**src/rtl/bus_arbiter_pkg.sv**
```systemverilog
// Shared definitions for the bus arbiter: default widths, register
// addresses, DMA state encoding and the DMA source address helper.
package bus_arbiter_pkg;

    localparam int ADDR_WIDTH_DEF = 16;
    localparam int REG_WIDTH_DEF  = 8;

    localparam logic [15:0] OAM_DMA_ADDR_DEF  = 16'h4014;
    localparam logic [15:0] OAM_DATA_ADDR_DEF = 16'h2004;

    localparam int PAGE_WIDTH = 8;
    localparam int IDX_WIDTH  = 8;

    localparam logic [IDX_WIDTH-1:0] IDX_LAST = 8'hFF;

    // DMA sequencer states; IDLE must stay the reset encoding
    typedef enum logic [2:0] {
        DMA_IDLE  = 3'd0,
        DMA_HALT  = 3'd1,
        DMA_ALIGN = 3'd2,
        DMA_READ  = 3'd3,
        DMA_WRITE = 3'd4
    } dma_state_t;

    // Source byte address of a DMA read: page selects the 256-byte block
    function automatic logic [PAGE_WIDTH+IDX_WIDTH-1:0] dma_src_addr(
        input logic [PAGE_WIDTH-1:0] page,
        input logic [IDX_WIDTH-1:0]  idx
    );
        return {page, idx};
    endfunction

endpackage

```
**src/rtl/bus_arbiter_if.sv**
```systemverilog
// Requester/memory side signals of the bus arbiter. The slave modport is
// the arbiter's view, the master modport the view of the surrounding system.
interface bus_arbiter_if
    import bus_arbiter_pkg::*;
#(
    parameter int ADDR_WIDTH = ADDR_WIDTH_DEF,
    parameter int REG_WIDTH  = REG_WIDTH_DEF
);

    logic                  fetch_req;
    logic [ADDR_WIDTH-1:0] fetch_addr;
    logic                  fetch_gnt;

    logic                  exec_req;
    logic                  exec_we;
    logic [ADDR_WIDTH-1:0] exec_addr;
    logic [REG_WIDTH-1:0]  exec_wdata;
    logic                  exec_gnt;

    logic [ADDR_WIDTH-1:0] mem_addr;
    logic [REG_WIDTH-1:0]  mem_wdata;
    logic                  mem_we;
    logic [REG_WIDTH-1:0]  mem_rdata;
    logic [REG_WIDTH-1:0]  rdata;

    logic                  cpu_halt;
    logic                  dma_busy;

    modport slave (
        input  fetch_req, fetch_addr,
        input  exec_req, exec_we, exec_addr, exec_wdata,
        input  mem_rdata,
        output fetch_gnt, exec_gnt,
        output mem_addr, mem_wdata, mem_we, rdata,
        output cpu_halt, dma_busy
    );

    modport master (
        output fetch_req, fetch_addr,
        output exec_req, exec_we, exec_addr, exec_wdata,
        output mem_rdata,
        input  fetch_gnt, exec_gnt,
        input  mem_addr, mem_wdata, mem_we, rdata,
        input  cpu_halt, dma_busy
    );

endinterface

```
**src/rtl/bus_arbiter_oam_dma.sv**
```systemverilog
// OAM DMA sequencer: once started, halts the CPU, aligns to an even cycle
// and copies 256 bytes from page:00..page:FF to the OAM data register,
// one read cycle and one write cycle per byte.
module oam_dma
    import bus_arbiter_pkg::*;
#(
    parameter int                    ADDR_WIDTH    = ADDR_WIDTH_DEF,
    parameter int                    REG_WIDTH     = REG_WIDTH_DEF,
    parameter logic [ADDR_WIDTH-1:0] OAM_DATA_ADDR = ADDR_WIDTH'(OAM_DATA_ADDR_DEF)
) (
    input  logic                  phi1,
    input  logic                  reset_n,
    input  logic                  start_i,
    input  logic [PAGE_WIDTH-1:0] page_i,
    input  logic [REG_WIDTH-1:0]  mem_rdata_i,
    output logic                  busy_o,
    output logic                  bus_o,
    output logic [ADDR_WIDTH-1:0] addr_o,
    output logic [REG_WIDTH-1:0]  wdata_o,
    output logic                  we_o
);

    dma_state_t            state_q, state_d;
    logic                  cycle_odd_q;
    logic [PAGE_WIDTH-1:0] page_q, page_d;
    logic [IDX_WIDTH-1:0]  idx_q, idx_d;
    logic [REG_WIDTH-1:0]  byte_q, byte_d;

    // Sequencer registers and the free-running cycle parity
    always_ff @(posedge phi1 or negedge reset_n) begin
        if (!reset_n) begin
            state_q     <= DMA_IDLE;
            cycle_odd_q <= 1'b0;
            page_q      <= {PAGE_WIDTH{1'b0}};
            idx_q       <= {IDX_WIDTH{1'b0}};
            byte_q      <= {REG_WIDTH{1'b0}};
        end else begin
            state_q     <= state_d;
            cycle_odd_q <= ~cycle_odd_q;
            page_q      <= page_d;
            idx_q       <= idx_d;
            byte_q      <= byte_d;
        end
    end

    // Next state: HALT goes straight to READ only when the next cycle is even
    always_comb begin
        state_d = state_q;
        page_d  = page_q;
        idx_d   = idx_q;
        byte_d  = byte_q;
        case (state_q)
            DMA_IDLE: begin
                if (start_i) begin
                    state_d = DMA_HALT;
                    page_d  = page_i;
                end else begin
                    state_d = DMA_IDLE;
                end
            end
            DMA_HALT: begin
                if (cycle_odd_q) begin
                    state_d = DMA_READ;
                end else begin
                    state_d = DMA_ALIGN;
                end
            end
            DMA_ALIGN: begin
                state_d = DMA_READ;
            end
            DMA_READ: begin
                byte_d  = mem_rdata_i;
                state_d = DMA_WRITE;
            end
            DMA_WRITE: begin
                idx_d = idx_q + 8'd1;
                if (idx_q == IDX_LAST) begin
                    state_d = DMA_IDLE;
                end else begin
                    state_d = DMA_READ;
                end
            end
            default: begin
                state_d = DMA_IDLE;
            end
        endcase
    end

    // Bus request of the sequencer; only READ and WRITE own the memory bus
    always_comb begin
        busy_o  = (state_q != DMA_IDLE);
        bus_o   = 1'b0;
        addr_o  = {ADDR_WIDTH{1'b0}};
        wdata_o = byte_q;
        we_o    = 1'b0;
        case (state_q)
            DMA_READ: begin
                bus_o  = 1'b1;
                addr_o = ADDR_WIDTH'(dma_src_addr(page_q, idx_q));
            end
            DMA_WRITE: begin
                bus_o  = 1'b1;
                addr_o = OAM_DATA_ADDR;
                we_o   = 1'b1;
            end
            default: begin
                bus_o = 1'b0;
            end
        endcase
    end

endmodule

```
**src/rtl/bus_arbiter.sv**
```systemverilog
// Fixed-priority memory bus arbiter (DMA > exec > fetch) with the OAM DMA
// trigger decode. Grants and the memory mux are combinational.
module bus_arbiter
    import bus_arbiter_pkg::*;
#(
    parameter int                    ADDR_WIDTH    = ADDR_WIDTH_DEF,
    parameter int                    REG_WIDTH     = REG_WIDTH_DEF,
    parameter logic [ADDR_WIDTH-1:0] OAM_DMA_ADDR  = ADDR_WIDTH'(OAM_DMA_ADDR_DEF),
    parameter logic [ADDR_WIDTH-1:0] OAM_DATA_ADDR = ADDR_WIDTH'(OAM_DATA_ADDR_DEF)
) (
    input  logic         phi1,
    input  logic         reset_n,
    bus_arbiter_if.slave bus
);

    logic                  run_q;
    logic                  trig_s;
    logic                  dma_start_s;
    logic                  dma_busy_s;
    logic                  dma_bus_s;
    logic [ADDR_WIDTH-1:0] dma_addr_s;
    logic [REG_WIDTH-1:0]  dma_wdata_s;
    logic                  dma_we_s;
    logic                  fetch_gnt_s;
    logic                  exec_gnt_s;
    logic [ADDR_WIDTH-1:0] mem_addr_s;
    logic [REG_WIDTH-1:0]  mem_wdata_s;
    logic                  mem_we_s;

    oam_dma #(
        .ADDR_WIDTH    (ADDR_WIDTH),
        .REG_WIDTH     (REG_WIDTH),
        .OAM_DATA_ADDR (OAM_DATA_ADDR)
    ) u_oam_dma (
        .phi1        (phi1),
        .reset_n     (reset_n),
        .start_i     (dma_start_s),
        .page_i      (bus.exec_wdata[7:0]),
        .mem_rdata_i (bus.mem_rdata),
        .busy_o      (dma_busy_s),
        .bus_o       (dma_bus_s),
        .addr_o      (dma_addr_s),
        .wdata_o     (dma_wdata_s),
        .we_o        (dma_we_s)
    );

    // Arbitration is held off until the first clock edge after reset release
    always_ff @(posedge phi1 or negedge reset_n) begin
        if (!reset_n) begin
            run_q <= 1'b0;
        end else begin
            run_q <= 1'b1;
        end
    end

    // Priority mux; a write to the DMA register is consumed, not forwarded
    always_comb begin
        fetch_gnt_s = 1'b0;
        exec_gnt_s  = 1'b0;
        dma_start_s = 1'b0;
        mem_addr_s  = bus.fetch_addr;
        mem_wdata_s = bus.exec_wdata;
        mem_we_s    = 1'b0;
        trig_s      = bus.exec_we && (bus.exec_addr == OAM_DMA_ADDR);
        if (!run_q) begin
            fetch_gnt_s = 1'b0;
        end else if (dma_busy_s) begin
            if (dma_bus_s) begin
                mem_addr_s  = dma_addr_s;
                mem_wdata_s = dma_wdata_s;
                mem_we_s    = dma_we_s;
            end else begin
                mem_we_s = 1'b0;
            end
        end else if (bus.exec_req) begin
            exec_gnt_s  = 1'b1;
            mem_addr_s  = bus.exec_addr;
            mem_we_s    = bus.exec_we && !trig_s;
            dma_start_s = trig_s;
        end else if (bus.fetch_req) begin
            fetch_gnt_s = 1'b1;
        end else begin
            fetch_gnt_s = 1'b0;
        end
    end

    assign bus.fetch_gnt = fetch_gnt_s;
    assign bus.exec_gnt  = exec_gnt_s;
    assign bus.mem_addr  = mem_addr_s;
    assign bus.mem_wdata = mem_wdata_s;
    assign bus.mem_we    = mem_we_s;
    assign bus.rdata     = bus.mem_rdata;
    assign bus.cpu_halt  = dma_busy_s;
    assign bus.dma_busy  = dma_busy_s;

endmodule

```
**src/flat_wrapper.sv**
```systemverilog
// flat-port wrapper written by rule: the top's interface ports become plain ports
module bus_arbiter_flat import bus_arbiter_pkg::*;
#(
    parameter int                    ADDR_WIDTH    = ADDR_WIDTH_DEF,
    parameter int                    REG_WIDTH     = REG_WIDTH_DEF,
    parameter logic [ADDR_WIDTH-1:0] OAM_DMA_ADDR  = ADDR_WIDTH'(OAM_DMA_ADDR_DEF),
    parameter logic [ADDR_WIDTH-1:0] OAM_DATA_ADDR = ADDR_WIDTH'(OAM_DATA_ADDR_DEF)
)
  (phi1, reset_n, bus_fetch_req, bus_fetch_addr, bus_exec_req, bus_exec_we, bus_exec_addr, bus_exec_wdata, bus_mem_rdata, bus_fetch_gnt, bus_exec_gnt, bus_mem_addr, bus_mem_wdata, bus_mem_we, bus_rdata, bus_cpu_halt, bus_dma_busy);
  bus_arbiter_if #(.ADDR_WIDTH(ADDR_WIDTH), .REG_WIDTH(REG_WIDTH)) bus_i ();
  input  logic phi1;
  input  logic reset_n;
  input wire logic [$bits(bus_i.fetch_req)-1:0] bus_fetch_req;
  input wire logic [$bits(bus_i.fetch_addr)-1:0] bus_fetch_addr;
  input wire logic [$bits(bus_i.exec_req)-1:0] bus_exec_req;
  input wire logic [$bits(bus_i.exec_we)-1:0] bus_exec_we;
  input wire logic [$bits(bus_i.exec_addr)-1:0] bus_exec_addr;
  input wire logic [$bits(bus_i.exec_wdata)-1:0] bus_exec_wdata;
  input wire logic [$bits(bus_i.mem_rdata)-1:0] bus_mem_rdata;
  output wire logic [$bits(bus_i.fetch_gnt)-1:0] bus_fetch_gnt;
  output wire logic [$bits(bus_i.exec_gnt)-1:0] bus_exec_gnt;
  output wire logic [$bits(bus_i.mem_addr)-1:0] bus_mem_addr;
  output wire logic [$bits(bus_i.mem_wdata)-1:0] bus_mem_wdata;
  output wire logic [$bits(bus_i.mem_we)-1:0] bus_mem_we;
  output wire logic [$bits(bus_i.rdata)-1:0] bus_rdata;
  output wire logic [$bits(bus_i.cpu_halt)-1:0] bus_cpu_halt;
  output wire logic [$bits(bus_i.dma_busy)-1:0] bus_dma_busy;
  assign bus_i.fetch_req = bus_fetch_req;
  assign bus_i.fetch_addr = bus_fetch_addr;
  assign bus_i.exec_req = bus_exec_req;
  assign bus_i.exec_we = bus_exec_we;
  assign bus_i.exec_addr = bus_exec_addr;
  assign bus_i.exec_wdata = bus_exec_wdata;
  assign bus_i.mem_rdata = bus_mem_rdata;
  assign bus_fetch_gnt = bus_i.fetch_gnt;
  assign bus_exec_gnt = bus_i.exec_gnt;
  assign bus_mem_addr = bus_i.mem_addr;
  assign bus_mem_wdata = bus_i.mem_wdata;
  assign bus_mem_we = bus_i.mem_we;
  assign bus_rdata = bus_i.rdata;
  assign bus_cpu_halt = bus_i.cpu_halt;
  assign bus_dma_busy = bus_i.dma_busy;
  bus_arbiter #(.ADDR_WIDTH(ADDR_WIDTH), .REG_WIDTH(REG_WIDTH), .OAM_DMA_ADDR(OAM_DMA_ADDR), .OAM_DATA_ADDR(OAM_DATA_ADDR)) u_core (.phi1(phi1), .reset_n(reset_n), .bus(bus_i));
endmodule
```
**config.mk**
```make
export PLATFORM = sky130hd
export DESIGN_NAME = bus_arbiter_flat
export DESIGN_NICKNAME = d
export VERILOG_FILES = /design/src/rtl/bus_arbiter_pkg.sv /design/src/rtl/bus_arbiter_if.sv /design/src/rtl/bus_arbiter_oam_dma.sv /design/src/rtl/bus_arbiter.sv /design/src/flat_wrapper.sv
export SDC_FILE = /design/constraint.sdc
export NUM_CORES = 1
export LEC_CHECK = 0
export ABC_AREA = 1
export BUFFER_PORTS_ARGS = -buffer_cell sky130_fd_sc_hd__buf_2
export CAP_MARGIN = 20
export CORE_MARGIN = 10
export CORE_UTILIZATION = 30
export DETAILED_ROUTE_END_ITERATION = 6
export PLACE_DENSITY_LB_ADDON = 0.2
export SYNTH_ARGS = -nofsm -noshare
export SYNTH_HDL_FRONTEND = slang
export SYNTH_HIERARCHICAL = 1
export SYNTH_SLANG_ARGS = --single-unit
```
**constraint.sdc**
```tcl
create_clock -name phi1 -period 3.86 [get_ports phi1]
set_input_delay 0.386 -clock phi1 [delete_from_list [all_inputs] [get_ports phi1]]
set_output_delay 0.386 -clock phi1 [all_outputs]
set_load 0.03 [all_outputs]
```
==> results.cfg <==
[run_status]
status = finished, final reports clean

[yosys]
synth_edf_count = 0
avgSynthCellArea_um2 = 6.68
yosysUniqueCellTypes = 23
ys_top_cells_by_area = dfrtp_1 37%, nand2_1 26%, nor2_1 6.4%, nand3_1 5.8%, buf_4 5.3%
synth.ff_latch_count = 29
synth_top_cell_area_share = 0.366
synthesis.nets = 351
yosysTopAreaCell = dfrtp_1
synth-main-ff-cell = dfrtp_1
synth_warnings = 6
yosysMostFrequentCell = nand2_1
ys_seq_area_frac = 0.366
syn_area_um2 = 1980
ys_top_cells_by_count = 137 x nand2_1, 34 x nor2_1, 29 x dfrtp_1
synthArstFlopShare = 1.00
synth_cells = 297

[sta]
finalCriticalPeriod_ns = 2.56
finalCritPeriodShare = 0.664
finalClockSkew_ns = 0.00515
grt_setup_unrepaired = false
slew_headroom = 0.554
setup-violations-final = 0
slew_viol_final = 0
setup_tns_ns = 0
worst_pin_slew_ns = 0.668
max_freq_mhz = 390
finalHoldViolCount = 0

[floorplan]
rows = 29
core_um2 = 6390
io_pins = 90
die_y_um = 101
die_w_um = 101
start_util = 0.311
die_area_um2 = 10300

[clock_network]
clockBufferDepth = 2
cts.sinks = 29
cts_hold_buf = 0
cts_buffers = 5
cts-resized-gates = 0
cts_setup_buffers = 0
cts_tree = done
cts.clk_slew.worst_paths_ns = 0.06
clock-root-buffer = clkbuf_8
insertion_delay_ns = 0.28
htreeDepth = 2

[setup_path]
crit_family = simple AND/OR/NAND/NOR gates
arrival_ns = 2.18
crit_buf_inv = 2
start_kind = register
worstSetupPathType = reg -> out
cp_common_cell = nand2_1
critPathSlowestCell = dfrtp_1
cp_max_fo = 25
critPathCaptureType = primary output
cp_cell_sequence = nor2_2 > nand2_4 > nand2_1 > nand3_4 > inv_2 > nand2_1 > nand3_1 > buf_2
cp_slowest_stage_delay_ns = 0.44
cp_data_required_time_ns = 3.47

[global_routing]
grt_pass1_vias = 2247
antenna_found_initial = 0
grt_max_degree = 30
grt-ovfl-total = 0
grt_pass1_wl_mm = 10.5
track_usage = 0.126

[min_path]
hold_class = in -> async

[placement]
place_area_um2 = 2390
dp_hpwl_mm = 4.73
port-buffer-count = 89
place.gp.congestion = 0.811
place_inst = 447

[power_and_ir_drop]
power_density_nw_per_um2 = 290
ir_drop_v = 0.000170
power.leakage_nw = 1.48
power_uw = 724

[route]
route.detailed.drc = 0
wire_per_inst_um = 13.6
ant_nets = 0
drt_wl_total_mm = 6.19
vias_per_cell = 4.44
top_layer = met4
drtIter0Drc = 79
firstDrtPassIters = 4
vias = 2019
wl_met3_um = 554
wl_met2_mm = 2.94
met1_length_mm = 2.65

[layout]
area_growth_pct = 25.8
drive_gt1_frac = 0.320
instances_no_fill = 455
antenna_cells = 0
final_area_um2 = 2500
nFillCells = 705
nets = 431

[flow_run]
maxCapViolations = 0
## power breakdown
part	leakage [nW]	internal (mW)	switching [mW]
combinational	1.11	0.0437	0.0904
clock	0.0542	0.161	0.118
sequential	0.321	0.309	0.00293
total	1.48	0.513	0.211
## per-stage QoR
step,hold slack (ns),setup slack [ns],utilization
after floorplan,0.0904,1.75,-
after global placement,0.437,1.57,0.375
after detailed placement,0.455,1.58,0.375
after CTS,0.168,1.27,0.391
after global routing,0.197,1.09,0.391
final,0.141,1.30,0.391
## layout make-up
class	instances	area [um2]	share of cell area
Clock buffer	7	96.3	0.0386
Sequential cell	29	726	0.291
Timing Repair Buffer	90	453	0.181
Clock inverter	1	5.00	0.00201
Tap cell	77	96.3	0.0386
Multi-Input combinational cell	220	1000	0.401
Inverter	31	119	0.0476
## layout by cell type (no fill, tap or decap)
| cell | instances |
|---|---|
| clkbuf_8 | 7 |
| xor2_1 | 3 |
| buf_4 | 1 |
| nand3_4 | 2 |
| nor2_2 | 1 |
| clkinv_2 | 1 |
| a21oi_2 | 7 |
| inv_1 | 25 |
| dfrtp_1 | 29 |
| buf_2 | 89 |
| o21ai_2 | 1 |
| inv_2 | 5 |
| nor2_4 | 3 |
| ha_1 | 1 |
| inv_4 | 1 |
| nor2_1 | 34 |
| nand2_1 | 137 |
| nand3_1 | 23 |
| nor3_1 | 1 |
| o21ai_1 | 1 |
| conb_1 | 1 |
| nand2_4 | 1 |
| xnor2_1 | 1 |
| nand3_2 | 2 |
| nand4_1 | 1 |
## cell families after synthesis
family,after synthesis,share of synthesized area
buf+inv,48,0.130
simple gates,205,0.441
flops,29,0.366
compound gates,9,0.0378
xor+xnor,4,0.0177
other cells,1,0.00189
fa+ha+maj,1,0.00630
## final timing paths
check | start | to | slack [ns] | depth (start not counted)
min in group phi1 | bus_mem_rdata[5] | u_core/u_oam_dma/wdata_o[5] | 0.31 | 3
worst max register to register | u_core/u_oam_dma/state_q[1] | u_core/u_oam_dma/page_q[7] | 1.70 | 10
max in group asynchronous | reset_n | u_core/u_oam_dma/idx_q[0] | 3.28 | 1
worst min-delay path | reset_n | u_core/u_oam_dma/idx_q[2] | 0.14 | 1
worst max-delay path | u_core/u_oam_dma/state_q[1] | bus_mem_addr[11] | 1.30 | 8
worst min register to register | u_core/u_oam_dma/cycle_odd_q | u_core/u_oam_dma/cycle_odd_q | 0.45 | 1
## flip-flops by register name (all words and copies together), names as in the netlist
register,cells
u_core/run_q,1
u_core/u_oam_dma/cycle_odd_q,1
u_core/u_oam_dma/idx_q,8
u_core/u_oam_dma/page_q,8
u_core/u_oam_dma/state_q,3
u_core/u_oam_dma/wdata_o,8
## metal layers
metal / GRT usage / vias to the layer above
li1: - / 1049
met1: 0.148 / 903
met2: 0.209 / 62
met3: 0.0517 / 5
met4: 0.0322 / 0
met5: 0 / -
No activity file was read; power rests on OpenSTA's default activity.
